$ cat config.mk
export PLATFORM = sky130hd
export DESIGN_NAME = ex_issue_ctrl
export DESIGN_NICKNAME = d
export VERILOG_FILES = /design/src/rtl/ex_issue_ctrl.sv
export SDC_FILE = /design/constraint.sdc
export NUM_CORES = 1
export LEC_CHECK = 0
export CAP_MARGIN = 40
export CORE_AREA = 2 2 75 77
export CTS_CLUSTER_DIAMETER = 80
export CTS_CLUSTER_SIZE = 8
export DETAILED_ROUTE_END_ITERATION = 16
export DIE_AREA = 0 0 77 79
export GPL_TIMING_DRIVEN = 1
export MAX_ROUTING_LAYER = met4
export PLACE_DENSITY = 0.89
export REMOVE_ABC_BUFFERS = 1
export SLEW_MARGIN = 20
export SYNTH_ARGS = -nofsm -noshare
export SYNTH_HDL_FRONTEND = slang
export SYNTH_SLANG_ARGS = --single-unit
export TNS_END_PERCENT = 10
$ cat constraint.sdc
create_clock -name clk -period 8.47 [get_ports clk]
set_input_delay 1.694 -clock clk [delete_from_list [all_inputs] [get_ports clk]]
set_output_delay 1.694 -clock clk [all_outputs]
set_load 0.01 [all_outputs]
$ cat src/rtl/ex_issue_ctrl.sv
// ex_issue_ctrl - issue controller for the EX-stage ALU.
//
// Takes decoded ops from ID over a valid/ready handshake. A 32-entry register
// scoreboard interlocks RAW hazards. The controller counts out the ALU or MUL
// latency and then presents the result to EX/MEM over a valid/ready handshake.
// At most one op is in flight at a time.
//
// Parameters
//   MUL_CYCLES  issue-to-result cycles for opcode 5 (MUL), legal 2..15
//   ALU_CYCLES  issue-to-result cycles for every other opcode, legal 1..15
//
// Ports
//   clk, rst                  clock; synchronous active-high reset
//   id_valid / id_ready       ID handshake
//   id_opcode, id_src_a, id_src_b, id_uses_b, id_dest
//                             decoded op fields from ID
//   alu_start, alu_opcode     one-cycle operand-sample strobe, and the opcode
//                             held for the ALU
//   ex_valid / ex_ready       EX/MEM result handshake
//   ex_dest, ex_illegal       destination and undefined-opcode flag of the
//                             presented result
//   wb_valid, wb_dest         writeback retire, which clears a scoreboard bit
//   busy                      controller not idle
//
// Optional build macro
//   EX_PERF_CNT_EN  adds the stall_cnt[31:0] and op_cnt[31:0] performance
//                   counters
//
// State table
//   IDLE | no op in flight; accepts an op when there is no hazard
//   EXEC | op issued; cnt counts down the remaining latency
//   DONE | result presented on ex_*; waiting for ex_ready

module ex_issue_ctrl #(
    parameter int MUL_CYCLES = 4,
    parameter int ALU_CYCLES = 1
) (
    input  logic        clk,
    input  logic        rst,
    input  logic        id_valid,
    output logic        id_ready,
    input  logic [5:0]  id_opcode,
    input  logic [4:0]  id_src_a,
    input  logic [4:0]  id_src_b,
    input  logic        id_uses_b,
    input  logic [4:0]  id_dest,
    output logic        alu_start,
    output logic [5:0]  alu_opcode,
    output logic        ex_valid,
    input  logic        ex_ready,
    output logic [4:0]  ex_dest,
    output logic        ex_illegal,
    input  logic        wb_valid,
    input  logic [4:0]  wb_dest,
    output logic        busy
`ifdef EX_PERF_CNT_EN
    ,
    output logic [31:0] stall_cnt,
    output logic [31:0] op_cnt
`endif
);

    typedef enum logic [1:0] {
        IDLE = 2'd0,
        EXEC = 2'd1,
        DONE = 2'd2
    } state_t;

    localparam logic [5:0] OP_MUL   = 6'd5;
    localparam logic [3:0] MUL_LOAD = 4'(MUL_CYCLES - 1);
    localparam logic [3:0] ALU_LOAD = 4'(ALU_CYCLES - 1);

    state_t      state;
    logic [31:0] sb;
    logic [31:0] sb_set;
    logic [31:0] sb_clr;
    logic [31:0] sb_next;
    logic [3:0]  cnt;
    logic        pend_illegal;
    logic        hazard;
    logic        transfer;
    logic        opcode_legal;

    // The hazard check reads only registered state. A retire therefore
    // unblocks ID one cycle after the wb edge, because there is no bypass.
    assign hazard   = sb[id_src_a] | (id_uses_b & sb[id_src_b]);
    assign id_ready = (state == IDLE) & ~hazard;
    assign transfer = id_valid & id_ready;
    assign busy     = (state != IDLE);

    always_comb begin
        opcode_legal = 1'b0;
        case (id_opcode)
            6'd0, 6'd1, 6'd2, 6'd3, 6'd4, 6'd5,
            6'd8, 6'd9, 6'd10, 6'd11, 6'd12: opcode_legal = 1'b1;
            default:                         opcode_legal = 1'b0;
        endcase
    end

    // Set is ORed in after the clear, so a set on the same edge wins.
    // Register 0 never holds a pending write.
    always_comb begin
        sb_set = '0;
        sb_clr = '0;
        if (transfer && (id_dest != 5'd0))
            sb_set[id_dest] = 1'b1;
        if (wb_valid && (wb_dest != 5'd0))
            sb_clr[wb_dest] = 1'b1;
        sb_next = ((sb & ~sb_clr) | sb_set) & ~32'd1;
    end

    always_ff @(posedge clk) begin
        if (rst) begin
            state        <= IDLE;
            sb           <= '0;
            cnt          <= '0;
            pend_illegal <= 1'b0;
            alu_start    <= 1'b0;
            alu_opcode   <= '0;
            ex_valid     <= 1'b0;
            ex_dest      <= '0;
            ex_illegal   <= 1'b0;
        end else begin
            sb        <= sb_next;
            alu_start <= 1'b0;
            case (state)
                IDLE: begin
                    if (transfer) begin
                        alu_start    <= 1'b1;
                        alu_opcode   <= id_opcode;
                        ex_dest      <= id_dest;
                        pend_illegal <= ~opcode_legal;
                        cnt          <= (id_opcode == OP_MUL) ? MUL_LOAD : ALU_LOAD;
                        state        <= EXEC;
                    end
                end
                EXEC: begin
                    if (cnt == 4'd0) begin
                        ex_valid   <= 1'b1;
                        ex_illegal <= pend_illegal;
                        state      <= DONE;
                    end else begin
                        cnt <= cnt - 4'd1;
                    end
                end
                DONE: begin
                    // ex_valid is known high here, so ex_ready alone completes the handshake.
                    if (ex_ready) begin
                        ex_valid   <= 1'b0;
                        ex_illegal <= 1'b0;
                        state      <= IDLE;
                    end
                end
                default: state <= IDLE;
            endcase
        end
    end

`ifdef EX_PERF_CNT_EN
    always_ff @(posedge clk) begin
        if (rst) begin
            stall_cnt <= '0;
            op_cnt    <= '0;
        end else begin
            if (id_valid && (state == IDLE) && hazard)
                stall_cnt <= stall_cnt + 32'd1;
            if (transfer)
                op_cnt <= op_cnt + 32'd1;
        end
    end
`endif

endmodule

==> summary.md <==
| Metric | Value |
|---|---|
| Rows | 27 |
| CP Capture Type | output pin |
| Buffers on Ports | 47 |
| Area share of the largest cell type after synthesis | a little over a third |
| Htree depth | 2 |
| Final nets | 415 |
| Origin of the critical flop-to-flop path | sb[30] |
| Multi-input logic area | between 1500 and 2000 um^2 |
| Worst hold start | ex_dest[4] |
| FF/Latch Area | 1040 um^2 |
| Via-per-instance ratio | 6.47 |
| Root Buffer | clkbuf_8 |
| Final setup TNS | 0 ns |
| Sequential area share after synthesis | 35.0% |
| Startpoint Class | input pin |
| Final wirelength | 8.72 mm |
| Crit path top cell by count | clkdlybuf4s50_1 |
| # Max-Cap Violations | 0 |
| Most frequent cells in the layout | dfxtp_1 (52), clkdlybuf4s50_1 (47), o21ai_0 (36) |
| Initial DRT Pass Iterations | 5 |
| Die Ht | 79 um |
| Share of cells above drive strength 1 | 6.81% |
| Relative slew slack | 50.6% |
| Total Routing Usage GR | a little under a third |
| Via count | 2939 |
| CTS buffer count | 5 |
| Largest net degree at the start of global routing | between 50 and 60 |
| Fillcell total | 450 |
| Mapped Avg Cell Area | a little under 9 um^2 |
| Synth top area cells | dfxtp_1 (35%), o21ai_0 (6.1%), nor2b_1 (5.7%) |
| Clock Skew | 0.0116 ns |
| Unique cell type count in the Yosys netlist | 49 |
| Vias in the first global route | 2747 |
| Pwr Density | 166 nW/um^2 |
| Post-CTS setup buffer count | 0 |
| Hold Path Class | flop to flop |
| CP max-delay cell | clkdlybuf4s50_1 |
| Overall die width | 77 um |
| Hold depth | 2 |
| Reg clk slew, reported paths | 0.09 ns |
| WL per Instance | around 19 um |
| Initial antenna violation count | 0 |
| Cell taking the most area after synthesis | dfxtp_1 |
| I/O pins | 48 |
| DRT antenna net count | 0 |
| Mapped Cells | 341 |
| DR DRC count | 0 |
| Run status | finished clean |
| GR Overflow Total | 0 |
| VDD IR max | 0.108 mV |
| First-pass GRT wire length | 14.1 mm |
| Clock Tree Buf Depth | 2 |
| RSZ-0062 raised after global routing | no |
| Slew @ Worst Pin | about 0.74 ns |
| Post-synth EDFFs | 0 |
| Setup slack, reg-to-reg | between 5 and 6 ns |
| Area Overhead vs Synth | 21.2% |
| Setup CP Type | input pin to output pin |
| R2R depth | 6 |
| Mapped Area | 2970 um^2 |
| Hold_ws | 0.477 ns |
| Clock Latency Late Sink | ~0.32 ns |
| Final Setup Violations | 0 |
| Core ar. | 5340 um^2 |
| Achievable Freq | 162 MHz |
| Final period util | between 70% and 80% |
| Pleak | 1.27 nW |
| Predominant post-synthesis flop cell | dfxtp_1 |
| Worst r2r dst | sb[25] |
| Synth Register Bits | 52 |
| Critical path data required time | roughly 6.8 ns |
| DR iter-0 viols | 490 |
| Final hold viol count | 0 |
| Crit-path cells | clkdlybuf4s50_1 -> buf_8 -> mux2_1 -> a21oi_1 -> a311oi_1 -> o41ai_4 -> buf_4 -> and3_1 -> clkdlybuf4s50_1 |
| # clock sinks | 52 |
| Ant diodes | 0 |
| CTS Hold Bufs | 0 |
| Crit Path Max Fanout | 19 |
| Synth Warn # | 0 |
| Arrival time worst endpoint | 4.46 ns |
| Post-CTS sizing | 0 |
| CTS tree | yes |
| Most common cell after layout, fill and taps aside | dfxtp_1 |
| Slew Viols, Final | 0 |
| Die area | 6080 um^2 |
| Final GP Congestion | between 0.9 and 1 |
| Async SR Flop Fraction | 0% |
| Worst Hold End | ex_dest[4] |
| Worst path max stage delay | 0.57 ns |
| Initial core utilization | around 56% |
| Post-DP HPWL | roughly 6.0 mm |
| Tmin final | between 6 and 7 ns |
==> synth_stat cells (7+ instances only) <==
library cell / n
nand2b_1: 8
dfxtp_1: 52
o21ai_1: 7
mux4_2: 7
nand3b_1: 10
nor2b_1: 27
and3_1: 9
inv_1: 7
a21oi_1: 29
nor2_1: 13
mux2i_1: 14
o31ai_1: 16
nand3_1: 20
nand2_1: 21
o21ai_0: 36
==> how the worst max path moves through the flow <==
stage | startpoint | end
3_5_place_dp | id_src_b[1] | id_ready
4_1_cts | id_src_b[1] | id_ready
6_report | id_src_b[1] | id_ready
3_3_place_gp | id_src_b[1] | id_ready
5_1_grt | id_src_b[1] | id_ready
2_1_floorplan | id_src_b[1] | id_ready
==> where the power goes <==
part           internal (mW)  switching, mW
Clock                  0.119         0.0905
Combinational         0.0555         0.0687
Sequential             0.256        0.00884
Total                  0.431          0.168
==> kinds of logic after synthesis <==
kind of cell / after synthesis / share of synthesized area [%]
mux: 25 / 11.5
fa+ha+maj: 2 / 0.842
flops: 52 / 35.0
compound gates: 105 / 22.0
simple gates: 131 / 25.8
buf+inv: 24 / 4.21
xor+xnor: 2 / 0.590
==> worst max-delay path, delay by kind of cell <==
| kind | cells | cell delay [ns] |
|---|---|---|
| AOI/OAI and AO/OA | 3 | 0.63 |
| buffers and inverters | 4 | 1.61 |
| muxes | 1 | 0.33 |
| and+or+nand+nor | 1 | 0.19 |
==> through the flow <==
stage	setup WS [ns]	power [mW]	utilization, %	cell area (um^2)	std cells
detailed placement	2.03	0.392	64.6	3450	445
global placement	2.06	0.388	64.6	3450	445
CTS	2.03	0.595	67.2	3580	453
floorplan	3.40	0.329	-	2870	324
finish	2.31	0.599	67.4	3600	454
global route	2.18	0.621	67.4	3600	454
==> layer usage <==
layer  track usage (%)  share of wire (%)
met1              37.6                 39
met2              48.0                 47
met3              5.23                 10
met4              14.1                2.9
met5                 -                  0
==> final cells by class <==
class                           count  share of cell area, %
Inverter                            7                  0.730
Multi-Input combinational cell    265                   50.1
Clock buffer                        5                   1.91
Timing Repair Buffer               50                   13.9
Clock inverter                      3                   1.91
Sequential cell                    52                   28.9
Tap cell                           72                   2.50
==> registers in the layout (all words and copies together), names as in the netlist <==
signal	cells
pend_illegal	1
cnt	4
ex_dest	5
ex_illegal	1
alu_opcode	6
sb	31
state	2
ex_valid	1
alu_start	1
Power figures use the tool's default switching activity.
